## src/rtl/div_iter_ctrl.sv

```systemverilog
// Iterative restoring divider sequencer: one trial subtraction per cycle on a shared
// (DATA_LEN+1)-bit adder, then a sign fix-up cycle that reuses the adder for negation.
module div_iter_ctrl #(
  parameter int DATA_LEN = 32
) (
  input  logic                clk,
  input  logic                rst,
  input  logic                flush,
  input  logic                div_valid,
  output logic                div_ready,
  input  logic                div_signed,
  input  logic [DATA_LEN-1:0] dividend,
  input  logic [DATA_LEN-1:0] divisor,
  output logic                out_valid,
  input  logic                out_ready,
  output logic [DATA_LEN-1:0] quotient,
  output logic [DATA_LEN-1:0] remainder
);

  localparam int CW = $clog2(DATA_LEN);

  typedef enum logic [1:0] {IDLE, CALC, FIXUP, DONE} state_t;

  state_t              state, state_nxt;
  logic [CW-1:0]       cnt;
  logic                sign_a, sign_b, op_signed;
  logic [DATA_LEN-1:0] a_sh, b_mag, q;
  logic [DATA_LEN:0]   r_part;

  logic                accept, a_neg, b_neg, div_zero, ovf;
  logic [DATA_LEN-1:0] abs_a, abs_b, rem_neg;
  logic [DATA_LEN:0]   add_a, add_b, sum;

  function automatic logic [DATA_LEN:0] add_with_cin(input logic [DATA_LEN:0] a,
                                                     input logic [DATA_LEN:0] b,
                                                     input logic              sub);
    return a + (sub ? ~b : b) + {{DATA_LEN{1'b0}}, sub};
  endfunction

  assign accept   = (state == IDLE) && div_valid && !flush;
  assign a_neg    = div_signed && dividend[DATA_LEN-1];
  assign b_neg    = div_signed && divisor[DATA_LEN-1];
  // |MIN| is 2^(DATA_LEN-1), which is exact when read back as unsigned
  assign abs_a    = a_neg ? -dividend : dividend;
  assign abs_b    = b_neg ? -divisor : divisor;
  assign div_zero = (divisor == '0);
  assign ovf      = div_signed && (dividend == {1'b1, {(DATA_LEN-1){1'b0}}}) && (divisor == '1);

  // Shared adder: trial subtract in CALC, 0 - q negation in FIXUP
  always_comb begin
    add_a = {r_part[DATA_LEN-1:0], a_sh[DATA_LEN-1]};
    add_b = {1'b0, b_mag};
    if (state == FIXUP) begin
      add_a = '0;
      add_b = {1'b0, q};
    end
  end

  assign sum     = add_with_cin(add_a, add_b, 1'b1);
  // Remainder negation is needed in the same fix-up cycle as the quotient's
  assign rem_neg = -r_part[DATA_LEN-1:0];

  always_comb begin
    state_nxt = state;
    case (state)
      IDLE:    if (accept) state_nxt = (div_zero || ovf) ? DONE : CALC;
      CALC:    if (cnt == CW'(DATA_LEN-1)) state_nxt = FIXUP;
      FIXUP:   state_nxt = DONE;
      DONE:    if (out_ready) state_nxt = IDLE;
      default: state_nxt = IDLE;
    endcase
    if (flush) state_nxt = IDLE;
  end

  assign div_ready = (state == IDLE);
  assign out_valid = (state == DONE);

  always_ff @(posedge clk or posedge rst) begin
    if (rst) state <= IDLE;
    else     state <= state_nxt;
  end

  always_ff @(posedge clk or posedge rst) begin
    if (rst) begin
      cnt       <= '0;
      sign_a    <= 1'b0;
      sign_b    <= 1'b0;
      op_signed <= 1'b0;
      a_sh      <= '0;
      b_mag     <= '0;
      q         <= '0;
      r_part    <= '0;
      quotient  <= '0;
      remainder <= '0;
    end else if (!flush) begin
      case (state)
        IDLE: if (accept) begin
          sign_a    <= a_neg;
          sign_b    <= b_neg;
          op_signed <= div_signed;
          a_sh      <= abs_a;
          b_mag     <= abs_b;
          r_part    <= '0;
          q         <= '0;
          cnt       <= '0;
          if (div_zero) begin
            quotient  <= '1;
            remainder <= dividend;
          end else if (ovf) begin
            quotient  <= dividend;
            remainder <= '0;
          end
        end
        CALC: begin
          a_sh <= a_sh << 1;
          cnt  <= cnt + 1'b1;
          if (!sum[DATA_LEN]) begin
            r_part <= sum;
            q      <= {q[DATA_LEN-2:0], 1'b1};
          end else begin
            r_part <= add_a;
            q      <= {q[DATA_LEN-2:0], 1'b0};
          end
        end
        FIXUP: begin
          quotient  <= (op_signed && (sign_a != sign_b)) ? sum[DATA_LEN-1:0] : q;
          remainder <= (op_signed && sign_a) ? rem_neg : r_part[DATA_LEN-1:0];
        end
        default: ;
      endcase
    end
  end

endmodule

```

## config.mk

```make
export PLATFORM = sky130hd
export DESIGN_NAME = div_iter_ctrl
export DESIGN_NICKNAME = d
export VERILOG_FILES = /design/src/rtl/div_iter_ctrl.sv
export SDC_FILE = /design/constraint.sdc
export NUM_CORES = 1
export LEC_CHECK = 0
export BUFFER_PORTS_ARGS = -buffer_cell sky130_fd_sc_hd__buf_4
export CELL_PAD_IN_SITES_DETAIL_PLACEMENT = 1
export CELL_PAD_IN_SITES_GLOBAL_PLACEMENT = 1
export CORE_ASPECT_RATIO = 0.9
export CORE_MARGIN = 1.5
export CORE_UTILIZATION = 49
export CTS_CLUSTER_SIZE = 28
export DETAILED_ROUTE_END_ITERATION = 16
export PLACE_DENSITY_LB_ADDON = 0.1
export RECOVER_POWER = 100
export SETUP_SLACK_MARGIN = 0.02
export SLEW_MARGIN = 25
export SYNTH_ARGS = -nofsm -noshare
export SYNTH_HDL_FRONTEND = slang
export SYNTH_SLANG_ARGS = --single-unit
```

## constraint.sdc

```tcl
create_clock -name clk -period 20.1 [get_ports clk]
set_input_delay 4.02 -clock clk [delete_from_list [all_inputs] [get_ports clk]]
set_output_delay 4.02 -clock clk [all_outputs]
set_load 0.02 [all_outputs]
```

==> impl_metrics.env, run 1 <==
export IMPL_core_area_um2=26100
export IMPL_synthSimpleGateAreaFrac_pct=20.4
export IMPL_critPathTopFamily="buffers and inverters"
export IMPL_fin_setup_tns_ns=0
export IMPL_dp_slack_ns=12.30
export IMPL_cp_max_fo=63
export IMPL_holdWs_ns=0.479
export IMPL_clk_path_buf_depth=3
export IMPL_slew_violations=643
export IMPL_detail_route_antenna_nets=0
export IMPL_rsz0062_at_grt="false"
export IMPL_hold_violations=0
export IMPL_dieArea_um2=27500
export IMPL_worst_path_most_repeated_cell="clkbuf_1"
export IMPL_violations="capacitance limit, slew limit"
export IMPL_ir_drop_mv=0.0848
export IMPL_synth_top_family_by_area="compound AO/OA/AOI/OAI gates"
export IMPL_grt_total_usage_pct=32.3
export IMPL_ys_seq_area_share_pct=39.0
export IMPL_synth_compound_area_share_pct=20.8
export IMPL_synth_fa_ha_area_share_pct=4.21
export IMPL_cts_buffers=24
export IMPL_worst_pin_slew_ns=5.95
export IMPL_start_util_pct=49.8
export IMPL_report_final_setup_viol=0
export IMPL_numPortBuffers=135
export IMPL_clk_root_buffer_cell="clkbuf_16"
export IMPL_netlist_area_um2=13000
export IMPL_dp_hpwl_um=32000
export IMPL_cts_setup_buffers=0
export IMPL_cts_htree_levels=1
export IMPL_drt_initial_drc_count=951
export IMPL_cts_tree="done"
export IMPL_power_density_nw_per_um2=163
export IMPL_syn_to_final_growth_pct=13.1
export IMPL_nets=1735
export IMPL_post_route_drc_count=0
export IMPL_overflow=0
export IMPL_fin_cells=1987
export IMPL_synth_edf_count=0
export IMPL_muxShareOfSynthArea_pct=3.43
export IMPL_async_flop_share_pct=100
export IMPL_cp_slowest_stage_delay_ns=2.49
export IMPL_clkSinkCount=202
export IMPL_cap_violations=10
export IMPL_max_freq_mhz=89.6
export IMPL_path_class="reg2reg"
export IMPL_fin_crit_sh_pct=55.5
export IMPL_status="finished with violations"
export IMPL_num_rows=56
export IMPL_crit_chain="inv_1 > ha_1 > clkbuf_1 > inv_1 > clkbuf_1 > o32ai_1 > clkbuf_1 > nand2_1 > o21ai_0 > a31oi_1"
export IMPL_final_layout_size_suffix_gt1_share_pct=7.93
export IMPL_cp_arrival_ns=11.47
export IMPL_grt_pass1_wl_um=69600
export IMPL_ys_dominant_reg_cell="dfrtp_1"
export IMPL_routedWlPerCell_um=22.3
export IMPL_period_minus_slack_ns=11.16
export IMPL_skew_ns=0.0291
export IMPL_avgSynthCellArea_um2=8.38
export IMPL_routed_wl_um=44200
export IMPL_antenna_found_initial=1
export IMPL_pin_count=136
export IMPL_hold_class="reg2reg"
export IMPL_n_antenna_cell=0
export IMPL_first_pass_iters=8
export IMPL_post_cts_resized=0
export IMPL_cp_num_buf_inv=5
export IMPL_leakage_nw=6.48
export IMPL_clk_pin_slew_worst_paths_ns=0.06
export IMPL_insertion_delay_ns=0.54
export IMPL_die_y_um=157
export IMPL_synth_top_cell_area_share_pct=39.0
export IMPL_grt_max_degree=133
export IMPL_synth_xor_area_share_pct=8.04
export IMPL_cts_hold_buffers=0
export IMPL_grt_pass1_vias=12500
export IMPL_netlist_instances=1548
export IMPL_yosys_top_cells_area="dfrtp_1 (39%), nand2_1 (6.1%), nor2_1 (5.0%)"
export IMPL_die_width_um=174
export IMPL_vias=12300
export IMPL_ys_warn_count=0
export IMPL_dp_cells=1944
export IMPL_critPathLaunchType="flop"
export IMPL_cp_required_ns=20.42
export IMPL_ys_ff_latch=202
export IMPL_place_congestion=0.872
export IMPL_vias_per_cell=6.19
export IMPL_layout_setup_ws_ns=8.94
export IMPL_crit_slowest_cell="clkbuf_1"
export IMPL_final_util_pct=56.3
export IMPL_relSlewSlack_pct=-299
export IMPL_synth_nets=1661
export IMPL_yosysUniqueCellTypes=63
export IMPL_synth_area_leader_cell="dfrtp_1"
export IMPL_crit_path_end_kind="flop"
## power by group
part | internal, mW | total, mW | switching, mW | leakage, nW
clock | 0.285 | 0.468 | 0.183 | 0.421
sequential | 0.547 | 0.660 | 0.114 | 2.62
combinational | 0.416 | 1.26 | 0.841 | 3.44
total | 1.25 | 2.39 | 1.14 | 6.48
## layer usage
metal / GRT usage, % / share of wire [%] / wire (µm)
met5: 0 / 0.029 / 13
met4: 9.03 / 2.5 / 1090
met3: 4.44 / 6.1 / 2720
met2: 52.5 / 46 / 20300
met1: 45.1 / 45 / 20100
## registers in the layout, indices dropped and copies added (netlist names)
name	cells
a_sh	32
b_mag	32
q	32
quotient	32
r_part	32
remainder	32
cnt	5
state	2
op_signed	1
sign_a	1
sign_b	1
## worst register-to-register path, cell delays in order (launching register included)
cell and delay [ns]:
dfrtp_1 0.40, inv_1 0.11, ha_1 2.00, clkbuf_1 2.51, inv_1 1.20, clkbuf_1 0.54, o32ai_1 2.03, clkbuf_1 1.40
nand2_1 0.47, o21ai_0 0.22, a31oi_1 0.07
## layout make-up
cell class	count	area, µm²
timing repair buffer	150	826
fill	3171	11400
clock inverter	10	144
tap	348	435
inverter	38	144
multi-input combinational	1206	7360
clock buffer	33	706
sequential	202	5050
## cell families (layout without fill, tap and decap cells)
logic type | after synthesis | in the layout
and+or+nand+nor | 580 | 580
muxes | 44 | 44
DFF | 202 | 202
buffers and inverters | 140 | 231
adders and majority gates | 43 | 43
xor gates and xnor gates | 119 | 119
AOI/OAI and AO/OA | 420 | 420
## final timing paths
path	startpoint	endpoint	slack, ns	depth (start not counted)
worst max-delay path	state[0]$_DFFE_PP0P_	quotient[27]$_DFFE_PP0P_	8.94	10
worst min-delay path	b_mag[26]$_DFFE_PP0P_	b_mag[26]$_DFFE_PP0P_	0.48	2
worst max register to register	state[0]$_DFFE_PP0P_	quotient[27]$_DFFE_PP0P_	8.94	10
worst min register to register	b_mag[26]$_DFFE_PP0P_	b_mag[26]$_DFFE_PP0P_	0.48	2
max in group asynchronous	rst	b_mag[17]$_DFFE_PP0P_	9.56	3
min in group asynchronous	rst	remainder[19]$_DFFE_PP0P_	5.31	2
## cell usage in the layout (no fill, tap or decap), types with 8 or more instances in the layout
cell / instances
a22o_1: 10
o31ai_1: 13
a31oi_1: 20
nor3_1: 24
o22ai_1: 30
a21o_1: 10
a21oi_1: 94
and2_1: 11
a211oi_1: 8
o21ai_0: 115
o211ai_1: 13
nor4_1: 15
clkbuf_1: 83
nor2b_1: 22
mux2i_1: 39
xnor2_1: 61
inv_1: 37
a22oi_1: 25
buf_4: 69
clkbuf_16: 25
nand3_1: 57
dfrtp_1: 202
a221oi_1: 29
nand2_1: 210
and3_1: 10
o41ai_1: 11
ha_1: 41
nor2_1: 172
or3_1: 10
nand4_1: 12
xor2_1: 58
## per-stage QoR
stage,instance area (µm²),total power [mW]
2_1_floorplan,13000,1.51
5_1_grt,14700,2.55
3_3_place_gp,14200,1.91
6_report,14700,2.39
4_1_cts,15000,2.42
3_5_place_dp,14200,1.95
## synth_stat cells (all sizes together) (24+ instances only)
library cell and n:
nor3 24, o22ai 30, ha 42, dfrtp 202, nand3 57, inv 38
nand2 210, clkbuf 88, a221oi 29, xnor2 61, xor2 58, o21ai 115
a21oi 95, mux2i 40, a22oi 25, nor2 172
No activity file was read; power rests on OpenSTA's default activity.
==> inputs of run 2 (changes only) <==
- CORE_UTILIZATION: 49 -> 45
- clock period: 20.1 -> 11.7 ns (I/O delays scaled with it)
==> run 2 against run 1 <==
Against the previous run:
- the run still ends with capacitance limit, slew limit left
- combinational power rose by 71%
- worst setup slack got worse by 5.0 ns
- clock skew fell by 0.019 ns
- first-iteration DRC count fell by 4.5%
- critical path depth did not move
==> impl_metrics.env, run 2 (synthesis results as in run 1) <==
export IMPL_overflow=0
export IMPL_drt_initial_drc_count=908
export IMPL_postPlaceCellArea_um2=14200
export IMPL_pin_count=136
export IMPL_dp_cells=1958
export IMPL_clk_root_buffer_cell="clkbuf_16"
export IMPL_start_util_pct=46.1
export IMPL_final_layout_size_suffix_gt1_share_pct=8.04
export IMPL_layout_setup_ws_ns=3.94
export IMPL_routedWlPerCell_um=22.2
export IMPL_cts_hold_buffers=0
export IMPL_power_frac_clock_pct=18.6
export IMPL_relSlewSlack_pct=-174
export IMPL_slew_violations=536
export IMPL_dieArea_um2=29800
export IMPL_crit_path_end_kind="flop"
export IMPL_routed_wl_um=44500
export IMPL_antenna_found_initial=1
export IMPL_skew_ns=0.0106
export IMPL_post_route_drc_count=0
export IMPL_dp_slack_ns=5.65
export IMPL_clkSinkCount=202
export IMPL_power_mw=4.04
export IMPL_cts_htree_levels=1
export IMPL_status="finished with violations"
export IMPL_final_cell_area_um2=14600
export IMPL_clk_path_buf_depth=3
export IMPL_hold_class="reg2reg"
export IMPL_dp_hpwl_um=32300
export IMPL_final_common_cell="nand2_1"
export IMPL_vias=12200
export IMPL_cts_buffers=24
export IMPL_hp_start="cnt[4]$_DFFE_PP0P_"
export IMPL_numPortBuffers=135
export IMPL_leakage_nw=6.46
export IMPL_worst_pin_slew_ns=4.10
export IMPL_period_minus_slack_ns=7.76
export IMPL_cp_arrival_ns=8.19
export IMPL_cp_max_fo=51
export IMPL_fin_setup_tns_ns=0
export IMPL_cts_tree="done"
export IMPL_hold_violations=0
export IMPL_grt_pass1_vias=12200
export IMPL_report_final_setup_viol=0
export IMPL_timing_rr_start="state[0]$_DFFE_PP0P_"
export IMPL_clk_pin_slew_worst_paths_ns=0.06
export IMPL_critPathLaunchType="input port"
export IMPL_insertion_delay_ns=0.53
export IMPL_rsz0062_at_grt="false"
export IMPL_syn_to_final_growth_pct=13.0
export IMPL_ir_drop_mv=0.150
export IMPL_place_congestion=0.905
export IMPL_fin_cells=2003
export IMPL_post_cts_resized=0
export IMPL_startpoint="div_valid"
export IMPL_cap_violations=9
export IMPL_sw_frac_of_total_pct=48.1
export IMPL_combPwrFrac_pct=53.4
export IMPL_fin_crit_sh_pct=66.3
export IMPL_regArea_um2=5050
export IMPL_fillerInstances=3429
export IMPL_num_rows=58
export IMPL_first_pass_iters=6
export IMPL_switchingPower_mw=1.94
export IMPL_final_util_pct=52.0
export IMPL_power_density_nw_per_um2=276
export IMPL_holdWs_ns=0.477
export IMPL_cts_setup_buffers=0
export IMPL_core_area_um2=28200
export IMPL_pwr_share_seq_pct=28.0
export IMPL_violations="capacitance limit, slew limit"
export IMPL_intPower_mw=2.09
export IMPL_grt_max_degree=83
export IMPL_die_y_um=164
export IMPL_r2r_slack_ns=4.84
export IMPL_max_freq_mhz=129
export IMPL_detail_route_antenna_nets=0
export IMPL_most_common_layout_cells="nand2_1 (210), dfrtp_1 (202), nor2_1 (172)"
export IMPL_path_class="in2reg"
export IMPL_die_width_um=182
export IMPL_multi_input_area_um2=7370
export IMPL_grt_total_usage_pct=29.9
export IMPL_nets=1737
export IMPL_grt_pass1_wl_um=69800
export IMPL_vias_per_cell=6.08
export IMPL_cp_required_ns=12.13
==> run 2: cell types whose count changed in the layout (fill, tap and decap cells not counted), sizes merged <==
cell | before | now
buf | 69 | 74
bufinv | 3 | 1
clkbuf | 114 | 116
clkinv | 7 | 5
diode | 0 | 1
==> run 2: critical path: stages <==
cell,delay (ns)
clkbuf_1,0.12
nand2_1,0.12
a21oi_1,0.73
clkbuf_1,1.96
nand2_1,0.86
or3_1,0.57
mux2i_2,0.14
clkbuf_1,0.91
a22oi_1,0.17
o21ai_0,0.24
==> run 2: power groups by stage <==
| stage | clock [mW] | combinational [mW] | sequential [mW] |
|---|---|---|---|
| after detailed placement | 0 | 2.20 | 1.14 |
| after floorplan | 0 | 1.41 | 1.18 |
| after global routing | 0.788 | 2.36 | 1.16 |
| after global placement | 0 | 2.16 | 1.13 |
| after CTS | 0.764 | 2.22 | 1.13 |
| final | 0.751 | 2.16 | 1.13 |
==> run 2: path summary, 6_finish.rpt <==
path                            cells past startpoint                   endpoint
worst min register to register                      2         cnt[4]$_DFFE_PP0P_
max in group asynchronous                           3      r_part[4]$_DFFE_PP0P_
min in group asynchronous                           2  remainder[19]$_DFFE_PP0P_
worst min-delay path                                2         cnt[4]$_DFFE_PP0P_
worst max-delay path                               10     r_part[31]$_DFFE_PP0P_
worst max register to register                     11     r_part[31]$_DFFE_PP0P_
==> run 2: routing by layer <==
layer	routed length, µm	track usage, %	vias up
li1	-	-	5676
met1	21200	43.8	6060
met2	19800	47.4	380
met3	2610	3.35	53
met4	973	7.36	2
met5	9	0	-
==> run 2: layout make-up <==
cell class / instances / area share [%]
clock buffers: 38 / 4.88
diodes: 1 / 0.0171
repair buffers: 152 / 5.82
multi-input cells: 1206 / 50.3
flip-flops and latches: 202 / 34.5
inverters: 38 / 0.982
clock inverters: 6 / 0.401
well taps: 360 / 3.08
